File: config.mk
export PLATFORM = sky130hd
export DESIGN_NAME = icache_dm_flat
export DESIGN_NICKNAME = d
export VERILOG_FILES = /design/src/rtl/icache_dm_if.sv /design/src/rtl/icache_dm.sv /design/src/flat_wrapper.sv
export SDC_FILE = /design/constraint.sdc
export NUM_CORES = 1
export LEC_CHECK = 0
export BUFFER_PORTS_ARGS = -buffer_cell sky130_fd_sc_hd__buf_2
export CAP_MARGIN = 20
export CORE_UTILIZATION = 45
export CTS_BUF_LIST = sky130_fd_sc_hd__clkbuf_8
export DETAILED_ROUTE_END_ITERATION = 8
export SETUP_SLACK_MARGIN = 0.1
export SYNTH_ARGS = -nofsm -noshare
export SYNTH_HDL_FRONTEND = slang
export SYNTH_SLANG_ARGS = --single-unit
File: constraint.sdc
create_clock -name CLK -period 17.2 [get_ports CLK]
set_input_delay 2.58 -clock CLK [delete_from_list [all_inputs] [get_ports CLK]]
set_output_delay 2.58 -clock CLK [all_outputs]
set_load 0.02 [all_outputs]
File: src/rtl/icache_dm_if.sv
// Fetch-side and memory-side signals of the direct-mapped instruction cache.
interface icache_dm_if;
  logic        imemREN;
  logic [31:0] imemaddr;
  logic        ihit;
  logic [31:0] imemload;
  logic        iREN;
  logic [31:0] iaddr;
  logic        iwait;
  logic [31:0] iload;
  logic [31:0] hitcnt;
  logic [31:0] misscnt;

  // Cache side
  modport slave (
    input  imemREN, imemaddr, iwait, iload,
    output ihit, imemload, iREN, iaddr, hitcnt, misscnt
  );

  // Fetch stage / memory controller / environment side
  modport master (
    output imemREN, imemaddr, iwait, iload,
    input  ihit, imemload, iREN, iaddr, hitcnt, misscnt
  );
endinterface

File: src/rtl/icache_dm.sv
// 16-frame direct-mapped instruction cache, one word per frame, zero-cycle hit,
// blocking single-word refill from the memory controller.
module icache_dm (
  input  logic        CLK,
  input  logic        nRST,
  icache_dm_if.slave  bus
);
  localparam int unsigned FRAMES = 16;
  localparam int unsigned IDX_W  = 4;
  localparam int unsigned TAG_W  = 26;
  localparam int unsigned WORD_W = 32;

  typedef enum logic {IDLE = 1'b0, FETCH = 1'b1} state_t;

  state_t              state_q, state_d;
  logic [FRAMES-1:0]   valid_q;
  logic [TAG_W-1:0]    tag_q  [FRAMES];
  logic [WORD_W-1:0]   data_q [FRAMES];
  logic [WORD_W-1:0]   missaddr_q;
  logic [WORD_W-1:0]   hitcnt_q;
  logic [WORD_W-1:0]   misscnt_q;
  logic                iren_q;

  logic [IDX_W-1:0]    req_idx, fill_idx;
  logic [TAG_W-1:0]    req_tag, fill_tag;
  logic                hit_c, miss_c, fill_c;
  logic                unused_addr_lsb;

  assign req_idx         = bus.imemaddr[5:2];
  assign req_tag         = bus.imemaddr[31:6];
  assign fill_idx        = missaddr_q[5:2];
  assign fill_tag        = missaddr_q[31:6];
  assign unused_addr_lsb = ^bus.imemaddr[1:0];

  // State register
  always_ff @(posedge CLK or negedge nRST) begin
    if (!nRST) state_q <= IDLE;
    else       state_q <= state_d;
  end

  // Next state and per-cycle hit/miss/fill decode
  always_comb begin
    state_d = state_q;
    hit_c   = 1'b0;
    miss_c  = 1'b0;
    fill_c  = 1'b0;
    case (state_q)
      IDLE: begin
        if (bus.imemREN) begin
          if (valid_q[req_idx] && (tag_q[req_idx] == req_tag)) begin
            hit_c = 1'b1;
          end else begin
            miss_c  = 1'b1;
            state_d = FETCH;
          end
        end
      end
      FETCH: begin
        if (!bus.iwait) begin
          fill_c  = 1'b1;
          state_d = IDLE;
        end
      end
      default: state_d = IDLE;
    endcase
  end

  // Miss address doubles as iaddr: loaded on a miss, zeroed once the fill lands
  always_ff @(posedge CLK or negedge nRST) begin
    if (!nRST) begin
      valid_q    <= '0;
      missaddr_q <= '0;
      iren_q     <= 1'b0;
      hitcnt_q   <= '0;
      misscnt_q  <= '0;
    end else begin
      if (hit_c) hitcnt_q <= hitcnt_q + 32'd1;
      if (miss_c) begin
        missaddr_q <= bus.imemaddr;
        iren_q     <= 1'b1;
        misscnt_q  <= misscnt_q + 32'd1;
      end
      if (fill_c) begin
        valid_q[fill_idx] <= 1'b1;
        missaddr_q        <= '0;
        iren_q            <= 1'b0;
      end
    end
  end

  // Frame tag/data store; contents are meaningless until the valid bit is set
  always_ff @(posedge CLK) begin
    if (fill_c) begin
      tag_q[fill_idx]  <= fill_tag;
      data_q[fill_idx] <= bus.iload;
    end
  end

  assign bus.ihit     = hit_c;
  assign bus.imemload = hit_c ? data_q[req_idx] : '0;
  assign bus.iREN     = iren_q;
  assign bus.iaddr    = missaddr_q;
  assign bus.hitcnt   = hitcnt_q;
  assign bus.misscnt  = misscnt_q;
endmodule

File: src/flat_wrapper.sv
// flat-port wrapper written by rule: the top's interface ports become plain ports
module icache_dm_flat 
  (CLK, nRST, bus_imemREN, bus_imemaddr, bus_iwait, bus_iload, bus_ihit, bus_imemload, bus_iREN, bus_iaddr, bus_hitcnt, bus_misscnt);
  icache_dm_if bus_i ();
  input  logic CLK;
  input  logic nRST;
  input wire logic [$bits(bus_i.imemREN)-1:0] bus_imemREN;
  input wire logic [$bits(bus_i.imemaddr)-1:0] bus_imemaddr;
  input wire logic [$bits(bus_i.iwait)-1:0] bus_iwait;
  input wire logic [$bits(bus_i.iload)-1:0] bus_iload;
  output wire logic [$bits(bus_i.ihit)-1:0] bus_ihit;
  output wire logic [$bits(bus_i.imemload)-1:0] bus_imemload;
  output wire logic [$bits(bus_i.iREN)-1:0] bus_iREN;
  output wire logic [$bits(bus_i.iaddr)-1:0] bus_iaddr;
  output wire logic [$bits(bus_i.hitcnt)-1:0] bus_hitcnt;
  output wire logic [$bits(bus_i.misscnt)-1:0] bus_misscnt;
  assign bus_i.imemREN = bus_imemREN;
  assign bus_i.imemaddr = bus_imemaddr;
  assign bus_i.iwait = bus_iwait;
  assign bus_i.iload = bus_iload;
  assign bus_ihit = bus_i.ihit;
  assign bus_imemload = bus_i.imemload;
  assign bus_iREN = bus_i.iREN;
  assign bus_iaddr = bus_i.iaddr;
  assign bus_hitcnt = bus_i.hitcnt;
  assign bus_misscnt = bus_i.misscnt;
  icache_dm u_core (.CLK(CLK), .nRST(nRST), .bus(bus_i));
endmodule
Word level (Yosys, flattened, before mapping)
Memories as Yosys holds them, arrays and structs flattened.
Cells that the tools add are included.
W data, S select, Z words.
{ "word_totals": {"register_bits": 114, "ram_bits": 928, "in_bits": 68, "out_inout_bits": 130, "n_memories": 2} }
{ "classes": {"add_sub_neg": 2, "magnitude_cmp": 3, "eq_ne": 1, "n_mux": 21, "bitwise": 2, "reduce_logical": 3} }
{ "memory_table": {"columns": ["name", "depth", "width", "rd", "rd_clocked_by_memory_dff", "write_ports", "line", "source"], "rows": [
  ["u_core.data_q", 16, 32, 1, 0, 1, "icache_dm.sv:18", "logic [WORD_W-1:0] data_q [FRAMES];"],
  ["u_core.tag_q", 16, 26, 1, 0, 1, "icache_dm.sv:17", "logic [TAG_W-1:0] tag_q [FRAMES];"]
]} }
{ "op_table": {"columns": ["op", "count"], "rows": [
  ["$mux W32", 3],
  ["$add A32 B1 Y32 const B", 2],
  ["$eq A26 B26 Y1", 1],
  ["$or A16 B16 Y16", 1],
  ["$mux W1", 15],
  ["$lt A4 B5 Y1 const B", 2],
  ["$bmux W1 S4", 1],
  ["$demux W1 S4", 1],
  ["$ge A4 B1 Y1 const B", 1],
  ["$logic_and A1 B1 Y1", 2],
  ["$pmux W1 S2", 1],
  ["$reduce_bool A2 Y1", 1],
  ["$not A1 Y1", 1]
]} }

Longest topological paths before layout
Gate-level depths: netlist (run 1).
{ "depth": {"depth_word": 8, "ltp_mapped": 15, "mapped_depth_nobuf": 9} }

Worst setup path after synthesis (run 1)
No wires, ideal clock.
{ "synth_path": {"kind": "input to output", "startpoint": "input bus_imemaddr[2]", "endpoint": "output bus_imemload[23]", "arrival_time_ns": 5.313, "t_required_ns": 14.620, "setup_slack_ns": 9.307, "stages": 12, "cell_sequence": "buf_6 > buf_2 > mux4_2 > nand2_1 > o21a_1 > nand2_1 > a2111o_1 > nor4_1 > nand4_1 > buf_2 > clkbuf_1 > nor2b_1"} }
{ "synth_between": {"elab_chain_cells": 7} }
{ "synth_rtl": {"columns": ["item", "line", "source"], "rows": [
  ["from (decl)", "flat_wrapper.sv:8", "input wire logic [$bits(bus_i.imemaddr)-1:0] bus_imemaddr;"],
  ["$mem_v2 Z16 W26 or $bmux W1 S4 (tied branches)", null, null],
  ["$eq A26 B26 Y1 or $mux W1 (tied branches)", "icache_dm.sv:50", "if (valid_q[req_idx] && (tag_q[req_idx] == req_tag)) begin"],
  ["$logic_and A1 B1 Y1", "icache_dm.sv:50", null],
  ["$mux W1", "icache_dm.sv:50", null],
  ["$mux W1", "icache_dm.sv:49", "if (bus.imemREN) begin"],
  ["$mux W1", "icache_dm.sv:47", "case (state_q)"],
  ["$mux W32 (*)", "icache_dm.sv:100", "assign bus.imemload = hit_c ? data_q[req_idx] : '0;"],
  ["to (decl)", "flat_wrapper.sv:12", "output wire logic [$bits(bus_i.imemload)-1:0] bus_imemload;"]
]} }
Every way passes the cells marked *; elsewhere a longest branch is shown, timed or not. The select of a mux whose other input is x is not followed.

Worst setup path after layout (run 1)
{ "layout_path": {"startpoint": "input bus_imemaddr[2]", "endpoint": "output bus_imemload[2]"} }
Same word-level chain as after synthesis.

==> results of run 1 <==
-- registers in the layout, indices dropped and copies added, names as in the netlist --
name                cells
u_core.bus.iaddr       32
u_core.bus.misscnt     32
u_core.state_q          1
u_core.tag_q          416
u_core.valid_q         16
u_core.bus.iREN         1
u_core.bus.hitcnt      32
u_core.data_q         512
-- cells by family (layout without fill, tap and decap cells) --
kind of cell / after synthesis / after routing
mux: 322 / 322
flops: 1042 / 1042
other cells: 0 / 2
buf+inv: 116 / 559
compound gates: 84 / 84
simple gates: 343 / 343
xor+xnor: 95 / 95
fa+ha+maj: 2 / 2
-- final cells by class --
type | count | area (um^2) | share of cell area, %
inverters | 15 | 58.8 | 0.126
clock buffers | 182 | 2500 | 5.38
repair buffers | 235 | 1350 | 2.90
multi-input cells | 846 | 9840 | 21.1
flip-flops and latches | 1042 | 30700 | 66.0
well taps | 1176 | 1470 | 3.16
clock inverters | 127 | 623 | 1.34
diodes | 2 | 5.00 | 0.0107
-- cell usage after synthesis, types with 21 or more instances --
cell / instances / area (um^2)
buf_2: 35 / 175
clkbuf_1: 44 / 165
dfrtp_1: 114 / 2850
edfxtp_1: 928 / 27900
mux2i_1: 61 / 611
mux4_2: 256 / 5770
nand2_1: 101 / 379
nand3_1: 21 / 105
nand4_1: 22 / 138
nor2_1: 32 / 120
nor2b_1: 45 / 282
nor3_1: 33 / 165
o21ai_0: 33 / 165
xnor2_1: 43 / 377
xor2_1: 52 / 455
-- power by group through the flow --
stage,registers (mW),clock network (mW),logic [mW]
floorplan,3.01,0,0.212
global route,2.97,2.13,0.406
finish,2.96,1.97,0.378
global placement,3.00,0,0.378
CTS,2.96,2.02,0.385
detailed placement,3.01,0,0.384
-- stage by stage --
step / setup WS, ps / cells
finish: 6910 / 3625
global route: 6370 / 3625
CTS: 6720 / 3622
detailed placement: 6720 / 3313
global placement: 6820 / 3312
floorplan: 9310 / 2004
-- metal layers --
layer,GRT usage (%),part of all wire [%],vias up
met5,0,0.064,-
met4,6.27,2.1,10
met3,4.61,6.1,171
met2,34.9,50,686
met1,29.0,42,10959
li1,-,-,8797
-- critical path, stage by stage --
cell and delay, ps:
buf_8 550, buf_4 890, buf_4 720, mux4_2 600, mux2i_1 200, xnor2_1 90, o21ai_1 240, nand4_1 140
nor4_1 550, nand4_1 220, buf_4 350, nor2b_1 240, buf_2 200
-- worst paths after layout --
check / from / end / slack [ps] / cells after the start
min: u_core.valid_q[3]$_DFFE_PN0P_ / u_core.valid_q[3]$_DFFE_PN0P_ / 460 / 1
max: bus_imemaddr[2] / bus_imemload[2] / 6910 / 13
min in group asynchronous: nRST / u_core.bus.hitcnt[14]$_DFFE_PN0P_ / 1860 / 1
max reg2reg: u_core.tag_q[15][12]$_DFFE_PP_ / u_core.bus.misscnt[1]$_DFFE_PN0P_ / 13340 / 9
max in group asynchronous: nRST / u_core.bus.iaddr[14]$_DFFE_PN0P_ / 13920 / 2
min reg2reg: u_core.valid_q[3]$_DFFE_PN0P_ / u_core.valid_q[3]$_DFFE_PN0P_ / 460 / 1
==> metrics, run 1 <==
post-synthesis xor/xnor area fraction 2.03%; net switching power 1.27 mW; largest net degree at the start of global routing 126; area delta synth->final 13.6%; DRT iter0 DRCs 1914; Sw Share 24.0%; mux contribution to synthesized area 15.7%; Clk network pwr share 37.1%; total gr overflow 0; Core Region 90100 um^2; vias in the first global route 21629; Tightest Pin Transition 1090 ps; Yosys cell types 58; kind of critical path in2out; Tot Pwr 5.31 mW; Fillers 7191; Num Clock Sinks 1042; Syn Area/Cell 20.5 um^2; Fin. Hold Viols 0; Initial Utilization 45.5%; Clock Skews 32.5 ps; wire per inst 26.8 um; Total Wirelength 97300 um; CTS H-tree lvls 4; Worst Path Required 14620 ps; type of origin of the critical path input port; Synth Register Bits 1042; syn nets 2074; Post-Synth Adder-Cell Area 0.0610%; sequential fraction of design power 55.7%; via count 20623; fin crit period 10290 ps; fin nets 2379; Setup crit end kind output pin; fin crit share 59.8%; port bufs 197; Max Cap Violations 0; commonest non-fill, non-tap cell in the layout edfxtp_1; drt drc 0; EDFF count, synth 928; DRT Pass-1 Iters 6; ys flop type edfxtp_1; complex-gate fraction of the synthesized area 1.42%; Fmax achieved 0.0972 GHz; post-CTS sizing 0; Logic pwr share 7.1%; asr flop ratio synth 10.9%; Avg Vias per Cell 5.69; Die ar. 92300 um^2; Rows 110; main combinational cell family by area after synthesis multiplexers; post-route cell area 46600 um^2; I/O pins 198; Mapped Area 41000 um^2; Die Wd 304 um; TritonCTS clock tree done; clk buf depth 3; placed wire-length estimate 50800 um; sequential area share after synthesis 74.9%; share of layout cells above drive strength 1 30.8%; power density over the cells 114 nW/um^2; Routed Antenna Nets 0; P_int 4.04 mW; Simple-Gate Fraction of Synth Area 4.50%; max-slew violation count 0; hold-fix buffers at CTS 0; first-pass GRT wire length 143000 um; Placer Congestion 0.789; final setup fails 0; cell leakage power 16.3 nW; post-synthesis cell count 2004; later-pin clock latency in the skew report 810 ps; placed cell areas 43400 um^2; VDD IR max 0.0000711 V; status finished clean; clock-pin slew on the worst setup and hold paths 60 ps; CP max FO 75; critical path data arrival time 7710 ps; min-delay worst type reg2reg; postcts setup bufs 0; max_slew headroom 27.5%; Clock Tree Root clkbuf_8; final setup TNS 0 ps; RSZ-0062 raised after global routing no; antenna violations before repair 11; commonest non-fill, non-tap cells in the layout edfxtp_1, mux4_2, buf_2; Num CTS Buffers 169; hold slack 462 ps; Synthesis Warnings 0; die height 304 um; post-layout util 51.7%; gr usage total 21.3%
No activity file was read; power rests on OpenSTA's default activity.
==> run 2: changes to the inputs <==
Settings changed: ABC_AREA from default to 1.
Clock period 17.2 ns to 9.3 ns, I/O delays scaled along.
==> metrics, run 2 <==
placed wire-length estimate 62400 um (+23%); Final Non-Filler Cells 5562 (+53%); Simple-Gate Fraction of Synth Area 17.7% (+13 points); post-layout util 50.8% (-0.85 points); total gr overflow 0 (unchanged); antenna violations before repair 10 (-1); Synth area leaders edfxtp_1, nand2_1, dfrtp_1, nand3_1, a21oi_1; Num Clock Sinks 1042 (unchanged); Setup crit end kind output pin; net switching power 2.58 mW (+100%); CTS H-tree lvls 4 (unchanged); Avg Vias per Cell 5.50 (-3.4%); most frequent CP cell nand2_1; min-delay worst type reg2reg; Clk network pwr share 37.4% (+0.3 points); DRT iter0 DRCs 3010 (+57%); status finished clean; EDFF count, synth 928 (unchanged); max-slew violation count 0 (unchanged); final setup fails 0 (unchanged); Mapped Area 44000 um^2 (+7.3%); fin nets 4216 (+77%); Synth area leader edfxtp_1; Clock Skews 40.6 ps (+8.12 ps); Fillers 8699 (+21%); first-pass GRT wire length 182000 um (+27%); power density over the cells 203 nW/um^2 (+78%); vias in the first global route 28856 (+33%); Core Region 96700 um^2 (+7.3%); sequential area share after synthesis 69.8% (-5.1 points); RSZ-0062 raised after global routing no; later-pin clock latency in the skew report 850 ps (+40 ps); hold slack 458 ps (-4.14 ps); Synth Register Bits 1042 (unchanged); ys flop type edfxtp_1; Initial Utilization 45.5% (about the same); post-CTS sizing 0 (unchanged); Synthesis Warnings 0 (unchanged); via count 30567 (+48%); kind of critical path in2out; most frequent cell after synthesis nand2_1; max reg flops 512 (unchanged); max_slew headroom 24.8% (-2.7 points); Post-Synth Adder-Cell Area 0.0569% (-0.0041 points); Routed Antenna Nets 0 (unchanged); VDD IR max 0.000136 V (+92%); commonest non-fill, non-tap cells in the layout nand2_1, edfxtp_1, nand3_1; hold-fix buffers at CTS 0 (unchanged); Slowest cell on crit path buf_4; Tightest Pin Transition 1130 ps (+40.6 ps); commonest non-fill, non-tap cell in the layout nand2_1; clock-pin slew on the worst setup and hold paths 60 ps (about the same); cell leakage power 19.4 nW (+19%); Inst Count DP 5248 (+58%); P_int 7.38 mW (+83%); area delta synth->final 11.7%; Fin. Hold Viols 0 (unchanged); Placer Congestion 0.860 (+9.1%); Logic pwr share 8.0% (+0.9 points); Die ar. 99000 um^2 (+7.2%); drt drc 0 (unchanged); TritonCTS clock tree done; Sw Share 25.9% (+1.9 points); complex-gate fraction of the synthesized area 6.68% (+5.3 points); type of origin of the critical path input port; critical-path cell list buf_8, inv_16, buf_4, nand2_1, nand2_1, nand2_1, nand3_1, nand3_1, nand2_1, nand2_1, nand2_1, nand2_1, nor2_1, nand3_2, nor2_8, nand2_4, a21oi_1, buf_2; gr usage total 24.6% (+3.2 points); Clock Tree Root clkbuf_8; post-synthesis xor/xnor area fraction 0.617% (-1.4 points); critical path data arrival time 5610 ps (-2100 ps); Yosys cell types 38 (-34%); main combinational cell family by area after synthesis simple AND/OR/NAND/NOR gates; die height 315 um (+3.5%); Worst Path Required 7910 ps (-6710 ps); Rows 114 (+3.6%); M1 WL 52700 um (+29%); DRT Pass-1 Iters 6 (unchanged); Total Wirelength 123000 um (+26%); fin crit share 75.3%; I/O pins 198 (unchanged); Syn Area/Cell 11.1 um^2 (-46%); final setup TNS 0 ps (unchanged); fin crit period 7000 ps; CP max FO 229 (+210%); highest metal used met5; Synth top area share 63.4% (-4.6 points); mux contribution to synthesized area 0% (-16 points); Die Wd 315 um (+3.5%); met3 routed WL 8750 um (+48%); met2 WL 58200 um (+20%); Max Cap Violations 0 (unchanged); largest registers u_core.data_q x512, u_core.tag_q x416; syn nets 4034 (+95%); Num CTS Buffers 172 (+1.8%); asr flop ratio synth 10.9% (unchanged); port bufs 197 (unchanged); Fmax achieved 0.143 GHz; crit-path max cell delay 640 ps (-250 ps); share of layout cells above drive strength 1 11.1% (-20 points); largest net degree at the start of global routing 230 (+83%); postcts setup bufs 0 (unchanged); sequential fraction of design power 54.7% (-1.0 points); Synth top cells by count nand2_1, edfxtp_1, nand3_1; post-synthesis cell count 3964 (+98%); Largest Register u_core.data_q; wire per inst 22.0 um (-18%); clk buf depth 3 (unchanged)
run 2: cell types whose count changed after synthesis, moves of 19 or more:
cell | before | now
a21oi_1 | 6 | 251
a221oi_1 | 2 | 109
buf_1 | 6 | 25
clkbuf_1 | 44 | 122
inv_1 | 14 | 298
mux2i_1 | 61 | 0
mux4_2 | 256 | 0
nand2_1 | 101 | 1176
nand3_1 | 21 | 462
nor2_1 | 32 | 149
nor2b_1 | 45 | 0
o21ai_0 | 33 | 68
xnor2_1 | 43 | 10
xor2_1 | 52 | 21
run 2: kinds of logic after synthesis:
logic type      after synthesis
fa+ha+maj                     2
xor+xnor                     31
simple gates               1871
compound gates              486
flops                      1042
buf+inv                     532
run 2: power groups by stage:
stage	Sequential (mW)	Combinational (mW)	Clock (mW)
after floorplan	5.54	0.428	0
after global placement	5.54	0.789	0
after detailed placement	5.54	0.793	0
after CTS	5.44	0.796	3.79
after global routing	5.46	0.866	3.99
final	5.44	0.794	3.72
run 2: area by class of cell:
type | instances | area (um^2) | share of cell area [%]
sequential | 1042 | 30700 | 62.5
multi-input combinational | 2390 | 11200 | 22.7
clock buffer | 184 | 2530 | 5.15
tap | 1276 | 1600 | 3.25
timing repair buffer | 236 | 1330 | 2.70
inverter | 304 | 1170 | 2.39
clock inverter | 127 | 613 | 1.25
antenna | 3 | 7.51 | 0.0153
run 2: worst max-delay path, delay by kind of cell:
family	cells	cell delay [ps]
simple gates	13	1780
compound gates	1	290
buf+inv	4	1660
run 2: per-layer routing:
layer / vias up / global-route usage [%]
met5: - / 0
met4: 12 / 8.43
met3: 212 / 4.86
met2: 1124 / 39.0
met1: 15012 / 33.8
li1: 14207 / -
run 2: worst paths after layout:
kind / from / end / slack [ps] / depth (start not counted)
hold reg to reg: u_core.valid_q[13]$_DFFE_PN0P_ / u_core.valid_q[13]$_DFFE_PN0P_ / 460 / 2
max in group asynchronous: nRST / u_core.bus.misscnt[29]$_DFFE_PN0P_ / 7430 / 2
setup reg to reg: u_core.state_q$_DFF_PN0_ / u_core.data_q[13][10]$_DFFE_PP_ / 5960 / 7
setup / recovery: bus_imemaddr[2] / bus_imemload[10] / 2300 / 18
hold / removal: u_core.valid_q[13]$_DFFE_PN0P_ / u_core.valid_q[13]$_DFFE_PN0P_ / 460 / 2
min in group asynchronous: nRST / u_core.bus.hitcnt[28]$_DFFE_PN0P_ / 560 / 1
run 2: per-stage QoR:
stage	power [mW]	instance area (um^2)	setup WS, ps
floorplan	5.97	44000	4360
finish	9.96	49100	2300
CTS	10.0	49100	2350
detailed placement	6.33	46000	2370
global route	10.3	49100	1910
global placement	6.32	46000	2410
